### src/rtl/par_lane_fifo_if.sv
// Handshake and data bundle for par_lane_fifo.
// The slave modport is the FIFO; the master modport is the producer/consumer side.
// Sticky error ports exist only when PAR_FIFO_ERR_EN is defined.
interface par_lane_fifo_if #(
  parameter int DATA_W    = 4,
  parameter int DEPTH     = 4,
  parameter int PAR_WRITE = 1,
  parameter int PAR_READ  = 2
) ();
  localparam int CW = $clog2(DEPTH + 1);

  logic                        wr_valid;
  logic [PAR_WRITE*DATA_W-1:0] wr_data;
  logic                        wr_ready;
  logic                        rd_ready;
  logic                        rd_valid;
  logic [PAR_READ*DATA_W-1:0]  rd_data;
  logic [CW-1:0]               count;
  logic                        almost_full;
`ifdef PAR_FIFO_ERR_EN
  logic                        err_ovf;
  logic                        err_udf;
`endif

  modport slave (
    input  wr_valid, wr_data, rd_ready,
    output wr_ready, rd_valid, rd_data, count, almost_full
`ifdef PAR_FIFO_ERR_EN
    , output err_ovf, err_udf
`endif
  );

  modport master (
    output wr_valid, wr_data, rd_ready,
    input  wr_ready, rd_valid, rd_data, count, almost_full
`ifdef PAR_FIFO_ERR_EN
    , input err_ovf, err_udf
`endif
  );
endinterface

### src/rtl/par_lane_fifo.sv
// par_lane_fifo: multi-lane FIFO, PAR_WRITE words in / PAR_READ words out per
// handshake, arbitrary DEPTH with explicit occupancy counter.
// Optional sticky overflow/underflow flags: define PAR_FIFO_ERR_EN.
module par_lane_fifo #(
  parameter int DATA_W    = 4,
  parameter int DEPTH     = 4,
  parameter int PAR_WRITE = 1,
  parameter int PAR_READ  = 2,
  parameter int AFULL_TH  = 3
) (
  input  logic           clk,
  input  logic           rst,
  input  logic           clr,
  par_lane_fifo_if.slave bus
);
  localparam int AW = (DEPTH > 1) ? $clog2(DEPTH) : 1;
  localparam int CW = $clog2(DEPTH + 1);

  logic [DATA_W-1:0] mem_q [DEPTH];
  logic [AW-1:0]     wptr_q, wptr_d;
  logic [AW-1:0]     rptr_q, rptr_d;
  logic [CW-1:0]     count_q, count_d;
  logic [AW-1:0]     waddr [PAR_WRITE];
  logic [AW-1:0]     raddr [PAR_READ];
  logic              wr_ready_w, rd_valid_w;
  logic              wf, rf;

  // base < DEPTH and off <= DEPTH, so one conditional subtract is a full modulo
  function automatic logic [AW-1:0] wrap_add(input logic [AW-1:0] base, input int off);
    int sum;
    sum = int'(base) + off;
    if (sum >= DEPTH) sum = sum - DEPTH;
    return AW'(sum);
  endfunction

  // Flags come from the registered count only; no same-cycle bypass
  assign wr_ready_w      = (DEPTH - int'(count_q)) >= PAR_WRITE;
  assign rd_valid_w      = int'(count_q) >= PAR_READ;
  assign wf              = bus.wr_valid && wr_ready_w;
  assign rf              = bus.rd_ready && rd_valid_w;
  assign bus.wr_ready    = wr_ready_w;
  assign bus.rd_valid    = rd_valid_w;
  assign bus.count       = count_q;
  assign bus.almost_full = int'(count_q) >= AFULL_TH;

  // Per-lane write addresses, wrapped individually
  for (genvar gi = 0; gi < PAR_WRITE; gi++) begin : g_wlane
    assign waddr[gi] = wrap_add(wptr_q, gi);
  end

  // Per-lane read addresses; read data is combinational from storage
  for (genvar gi = 0; gi < PAR_READ; gi++) begin : g_rlane
    assign raddr[gi] = wrap_add(rptr_q, gi);
    assign bus.rd_data[gi*DATA_W +: DATA_W] = mem_q[raddr[gi]];
  end

  // Next pointers and occupancy; clr discards any fire in the same cycle
  always_comb begin
    wptr_d  = wptr_q;
    rptr_d  = rptr_q;
    count_d = count_q;
    if (clr) begin
      wptr_d  = '0;
      rptr_d  = '0;
      count_d = '0;
    end else begin
      if (wf) wptr_d = wrap_add(wptr_q, PAR_WRITE);
      if (rf) rptr_d = wrap_add(rptr_q, PAR_READ);
      count_d = CW'(int'(count_q) + (wf ? PAR_WRITE : 0) - (rf ? PAR_READ : 0));
    end
  end

  // Pointer/occupancy registers with asynchronous reset
  always_ff @(posedge clk or posedge rst) begin
    if (rst) begin
      wptr_q  <= '0;
      rptr_q  <= '0;
      count_q <= '0;
    end else begin
      wptr_q  <= wptr_d;
      rptr_q  <= rptr_d;
      count_q <= count_d;
    end
  end

  // Storage write; contents are intentionally not cleared by rst or clr
  always_ff @(posedge clk) begin
    if (wf && !clr) begin
      for (int i = 0; i < PAR_WRITE; i++) begin
        mem_q[waddr[i]] <= bus.wr_data[i*DATA_W +: DATA_W];
      end
    end
  end

`ifdef PAR_FIFO_ERR_EN
  logic err_ovf_q, err_ovf_d;
  logic err_udf_q, err_udf_d;

  // Sticky flags for requests the FIFO refused
  always_comb begin
    err_ovf_d = err_ovf_q | (bus.wr_valid & ~wr_ready_w);
    err_udf_d = err_udf_q | (bus.rd_ready & ~rd_valid_w);
    if (clr) begin
      err_ovf_d = 1'b0;
      err_udf_d = 1'b0;
    end
  end

  // Error flag registers with asynchronous reset
  always_ff @(posedge clk or posedge rst) begin
    if (rst) begin
      err_ovf_q <= 1'b0;
      err_udf_q <= 1'b0;
    end else begin
      err_ovf_q <= err_ovf_d;
      err_udf_q <= err_udf_d;
    end
  end

  assign bus.err_ovf = err_ovf_q;
  assign bus.err_udf = err_udf_q;
`endif
endmodule

### src/flat_wrapper.sv
// flat-port wrapper written by rule: the top's interface ports become plain ports
module par_lane_fifo_flat 
#(
  parameter int DATA_W    = 4,
  parameter int DEPTH     = 4,
  parameter int PAR_WRITE = 1,
  parameter int PAR_READ  = 2,
  parameter int AFULL_TH  = 3
)
  (clk, rst, clr, bus_wr_valid, bus_wr_data, bus_rd_ready, bus_wr_ready, bus_rd_valid, bus_rd_data, bus_count, bus_almost_full);
  par_lane_fifo_if #(.DATA_W(DATA_W), .DEPTH(DEPTH), .PAR_WRITE(PAR_WRITE), .PAR_READ(PAR_READ)) bus_i ();
  input  logic clk;
  input  logic rst;
  input  logic clr;
  input wire logic [$bits(bus_i.wr_valid)-1:0] bus_wr_valid;
  input wire logic [$bits(bus_i.wr_data)-1:0] bus_wr_data;
  input wire logic [$bits(bus_i.rd_ready)-1:0] bus_rd_ready;
  output wire logic [$bits(bus_i.wr_ready)-1:0] bus_wr_ready;
  output wire logic [$bits(bus_i.rd_valid)-1:0] bus_rd_valid;
  output wire logic [$bits(bus_i.rd_data)-1:0] bus_rd_data;
  output wire logic [$bits(bus_i.count)-1:0] bus_count;
  output wire logic [$bits(bus_i.almost_full)-1:0] bus_almost_full;
  assign bus_i.wr_valid = bus_wr_valid;
  assign bus_i.wr_data = bus_wr_data;
  assign bus_i.rd_ready = bus_rd_ready;
  assign bus_wr_ready = bus_i.wr_ready;
  assign bus_rd_valid = bus_i.rd_valid;
  assign bus_rd_data = bus_i.rd_data;
  assign bus_count = bus_i.count;
  assign bus_almost_full = bus_i.almost_full;
  par_lane_fifo #(.DATA_W(DATA_W), .DEPTH(DEPTH), .PAR_WRITE(PAR_WRITE), .PAR_READ(PAR_READ), .AFULL_TH(AFULL_TH)) u_core (.clk(clk), .rst(rst), .clr(clr), .bus(bus_i));
endmodule
### config.mk
export PLATFORM = sky130hd
export DESIGN_NAME = par_lane_fifo_flat
export DESIGN_NICKNAME = d
export VERILOG_FILES = /design/src/rtl/par_lane_fifo_if.sv /design/src/rtl/par_lane_fifo.sv /design/src/flat_wrapper.sv
export SDC_FILE = /design/constraint.sdc
export NUM_CORES = 1
export LEC_CHECK = 0
export CAP_MARGIN = 20
export CORE_MARGIN = 2
export CORE_UTILIZATION = 48
export DETAILED_ROUTE_END_ITERATION = 10
export PLACE_DENSITY_LB_ADDON = 0.25
export SETUP_SLACK_MARGIN = 0.2
export SLEW_MARGIN = 20
export SYNTH_ARGS = -nofsm -noshare
export SYNTH_HDL_FRONTEND = slang
export SYNTH_SLANG_ARGS = --single-unit
### constraint.sdc
create_clock -name clk -period 1.77 [get_ports clk]
set_input_delay 0.2655 -clock clk [delete_from_list [all_inputs] [get_ports clk]]
set_output_delay 0.2655 -clock clk [all_outputs]
set_load 0.02 [all_outputs]
==> flow_summary.ini <==
[route]
drtAntennaViolNets = 0
drtPass1Iterations = 2
vias = 618
drt-vias-per-instance = 4.87
drt-total-wl_um = 1880
drc = 0
wl_per_cell_um = 14.8
drt_iter0_markers = 9

[logic_synthesis]
syn_area_um2 = 981
ys_ff_latch = 22
synth_nets = 81
syn_inst = 65
ys_seq_area_share_pct = 64.3
yosysTopAreaCellShare_pct = 49.0
synth_edf_count = 16
async_flop_share_pct = 27.3
yosys-top-cells-area = edfxtp_1, dfrtp_1, mux2_2
synth.most_common_cell = edfxtp_1
yosys_warnings = 0
synth_top_area_cell = edfxtp_1
synth_common_cells = edfxtp_1, mux2_2, ha_1
synth_cell_types = 18
avgSynthCellArea_um2 = 15.1
synth_ff_type = edfxtp_1

[global_route]
grt_usage_pct = 17.1
grt_max_degree = 13
antenna_found_initial = 0
grt_remaining_overflow = 0
grt_pass1_wl_um = 2960
grt_pass1_vias = 640

[timing]
fin_crit_ns = 1.63
fin_crit_sh_pct = 92.2
fmax_mhz = 613
setup-violations-final = 0
whs_ns = 0.166
finalHoldViolations = 0
totalNegativeSetupSlack_ns = 0
worst_clock_skew_ns = 0.00262
rsz0062_at_grt = yes
max_slew_margin_pct = 79.1
worst_slew_pin_slew_ns = 0.313
drv_slew = 0

[final_layout]
final_layout_size_suffix_gt1_share_pct = 44.0
multi_input_area_um2 = 390
fillers = 136
ff_latch_area_um2 = 632
nNetsFinal = 117
antenna_cells = 0
syn_to_final_growth_pct = 41.7

[power]
peakVddDrop_v = 0.000882
p_leak_nw = 0.579
power.total_mw = 1.80
power_density_nw_per_um2 = 1290

[status]
status = finished clean

[setup_path]
required_ns = 1.97
crit_fanout = 5
worst_setup_path_start_kind = register
cp_data_arrival_time_ns = 1.83
end_kind = register
worstSetupPathType = register to register

[cts]
clock_sinks = 22
ctsHtreeMaxLevel = 1
cts_made_buffers = 3
insertion_delay_ns = 0.30
cts.clk_slew.worst_paths_ns = 0.12
clk_path_buf_depth = 2
cts_tree = done
root_buffer = clkbuf_4

[die]
fp-row-count = 16
core-area_um2 = 1940
ios = 23
die_x_um = 49.2
initial_core_util_pct = 50.5
fp.dieArea_um2 = 2420
dieHeight_um = 49.2

[place]
dp_hpwl_um = 1230
routabilityCongestion = 0.713
io_buffer_count = 22

[job]
maxCapViolCount = 0

[worst_hold_path]
hp-class = primary input to asynchronous set/reset pin
[cell families after synthesis]
logic type	after synthesis	synth area share, %
adders and majority gates	7	8.93
muxes	9	10.2
xor gates and xnor gates	4	3.57
DFF	22	64.3
and+or+nand+nor	15	9.31
AOI/OAI and AO/OA	1	0.893
buffers and inverters	7	2.81
[stage by stage]
step	instance area (µm²)	cells	setup WS (ns)	utilization (%)
final	1390	127	0.137	71.6
after global routing	1390	127	0.0553	71.6
after CTS	1260	123	0.0251	64.9
after detailed placement	1260	117	-0.0195	64.9
after global placement	1260	117	0.0175	64.9
after floorplan	982	65	0.225	-
[worst paths after layout]
check,depth (start not counted),endpoint,startpoint,slack (ns)
hold reg to reg,2,u_core.wptr_q[1],u_core.wptr_q[1],0.61
setup reg to reg,8,u_core.bus.count[2],u_core.bus.count[2],0.14
max in group asynchronous,2,u_core.bus.count[2],rst,1.38
hold / removal,2,u_core.bus.count[0],rst,0.17
setup / recovery,8,u_core.bus.count[2],u_core.bus.count[2],0.14
min in group clk,1,u_core.mem_q[0][3],bus_wr_data[3],0.60
[cell usage in the layout, fill, tap and decap left out, types with 2 or more instances in the layout]
| cell type | instances |
|---|---|
| clkbuf_4 | 3 |
| clkdlybuf4s50_1 | 8 |
| xnor2_1 | 2 |
| dlygate4sd2_1 | 4 |
| buf_4 | 6 |
| mux2_4 | 3 |
| dfrtp_1 | 5 |
| ha_4 | 3 |
| buf_6 | 8 |
| nand2_1 | 2 |
| and2_2 | 3 |
| ha_1 | 4 |
| edfxtp_1 | 16 |
| nor2_1 | 5 |
| inv_1 | 4 |
| buf_2 | 4 |
| inv_2 | 2 |
| mux2_2 | 5 |
[metal layers]
metal	GRT usage, %	wire (µm)	vias to the layer above
met1	18.5	711	306
met5	0	0	-
met2	30.4	1050	12
met3	3.37	59	7
met4	10.5	59	0
li1	-	-	293
[worst max-delay path: stages, from the launching register on]
cell	delay [ns]
dfrtp_2	0.49
buf_6	0.15
nor2b_4	0.13
ha_4	0.14
inv_2	0.04
ha_4	0.15
xnor2_2	0.14
xnor2_1	0.22
nor2_1	0.08
[flip-flops by register name (all words and copies together) (netlist names)]
signal and cells:
u_core.bus.count 3, u_core.rptr_q 1, u_core.wptr_q 2, u_core.mem_q 16
[where the power goes]
part,internal (mW),switching (mW)
Sequential,0.616,0.0557
Combinational,0.476,0.423
Clock,0.0823,0.147
[layout make-up]
type	count	share of cell area, %
Inverter	6	1.62
Clock buffer	3	1.62
Tap cell	27	2.43
Clock inverter	1	0.270
Sequential cell	22	45.5
Multi-Input combinational cell	36	28.1
Timing Repair Buffer	32	20.5
[timing repair]
action / CTS / global route
hold buffers: 0 / 0
resized for setup: 37 / 31
buffers inserted: 2 / 4
pin swaps: 0 / 5
endpoints found under the setup margin: 14 / 23
(Power assumes the default switching activity.)
==> RTL change: new RTL, same flow settings <==
`DEPTH` is set to 4 in 3 places; all go to 8.
--- a/src/rtl/par_lane_fifo_if.sv
+++ b/src/rtl/par_lane_fifo_if.sv
@@ -3,7 +3,7 @@
 // Sticky error ports exist only when PAR_FIFO_ERR_EN is defined.
 interface par_lane_fifo_if #(
   parameter int DATA_W    = 4,
-  parameter int DEPTH     = 4,
+  parameter int DEPTH     = 8,
   parameter int PAR_WRITE = 1,
   parameter int PAR_READ  = 2
 ) ();
--- a/src/rtl/par_lane_fifo.sv
+++ b/src/rtl/par_lane_fifo.sv
@@ -3,7 +3,7 @@
 // Optional sticky overflow/underflow flags: define PAR_FIFO_ERR_EN.
 module par_lane_fifo #(
   parameter int DATA_W    = 4,
-  parameter int DEPTH     = 4,
+  parameter int DEPTH     = 8,
   parameter int PAR_WRITE = 1,
   parameter int PAR_READ  = 2,
   parameter int AFULL_TH  = 3
--- a/src/flat_wrapper.sv
+++ b/src/flat_wrapper.sv
@@ -2,7 +2,7 @@
 module par_lane_fifo_flat 
 #(
   parameter int DATA_W    = 4,
-  parameter int DEPTH     = 4,
+  parameter int DEPTH     = 8,
   parameter int PAR_WRITE = 1,
   parameter int PAR_READ  = 2,
   parameter int AFULL_TH  = 3
Interface: changed (resized bus_count); port bits go from 23 to 24. The function was not compared with the original's and may differ.
==> RTL change against the unedited design <==
- the run now ends with setup timing left
- sequential cell count increased by 19
- total power is 110% higher
- clock power increased to 3.1 times the old value
- cell area rose by 100%
- via count grew 100%
- area after synthesis increased by 90%
- die area up 82%
- sequential power rose by 88%
- routed wire length up 120%
- setup slack worse by 360 ps
- worst hold slack better by 110 ps
- highest routed layer unchanged
==> RTL change: results (changes against the unedited design) <==
place_ws_ps: -268  # was -19.5 ps
vias_in_the_first_global_route: 1290  # was 640
setup.reg_to_reg.worst_slack_ps: -220  # was 140 ps
finalSetupViolations: 38  # was 0
cp_top_family: "compound AO/OA/AOI/OAI gates"  # was flip-flops
met2RoutedLength_mm: 2.36  # was 1.05 mm
synth-compound-area-share_pct: 4.97  # was 0.893%
async_flop_share_pct: 22.0  # was 27.3%
synth_cells: 123  # was 65
timing.setup.tns_ps: -3280  # was 0 ps
finalNonFillerCells: 231  # was 127
synthXorXnorAreaFrac_pct: 0.470  # was 3.57%
failed_checks: "setup timing"
cts-htree-levels: 2  # was 1
p_leak_nw: 1.04  # was 0.579 nW
cts_root_buffer: "clkbuf_8"  # was clkbuf_4
clock_skew_ps: 5.46  # was 2.62 ps
drive_gt1_share_pct: 51.9  # was 44.0%
share_of_cell_area_taken_by_muxes_after_synthesis_pct: 10.3  # was 10.2%
synth_seq_area_share_pct: 63.6  # was 64.3%
portBuffers: 23  # was 22
worst_pin_slew_ps: 414  # was 313 ps
place_congestion: 0.857  # was 0.713
status: "finished, violations left"  # was finished clean
synth-edff-count: 32  # was 16
setup_slack_ps: -223  # was 137 ps
largest_register_ff_count: 32  # was 16
worst_r2r_startpoint: "u_core.bus.count[3]"  # was u_core.bus.count[2]
placed_cell_area_um2: 2430  # was 1260 um2
p_total_mw: 3.71  # was 1.80 mW
grt_start_max_net_pins: 16  # was 13
nNetsFinal: 199  # was 117
synth.lib_cells_used.distinct: 33  # was 18
## RTL change: cell types whose count changed after synthesis, sizes merged, moves of 3 or more
cell    before  now
mux4         0    8
mux2         8    1
inv          6    9
nor3         0    6
xnor2        3    0
nor4bb       0    3
edfxtp      16   32
dfrtp        6    9
a21oi        0    3
and2         3    0
nand2        2    5
buf          1    4
## RTL change: area by class of cell
class	count	area [um2]
clock buffer	5	68.8
inverter	9	38.8
sequential	41	1190
fill	236	907
multi-input combinational	68	820
clock inverter	2	35.0
timing repair buffer	58	568
tap	48	60.1
## RTL change: repair_timing
| action | 4_1_cts | 5_1_grt |
|---|---|---|
| resized for setup | 81 | 29 |
| hold endpoints to repair | 0 | 0 |
| pin swaps | 13 | 5 |
| endpoints found under the setup margin | 51 | 49 |
| gates cloned | 0 | 0 |
| setup buffers | 4 | 3 |
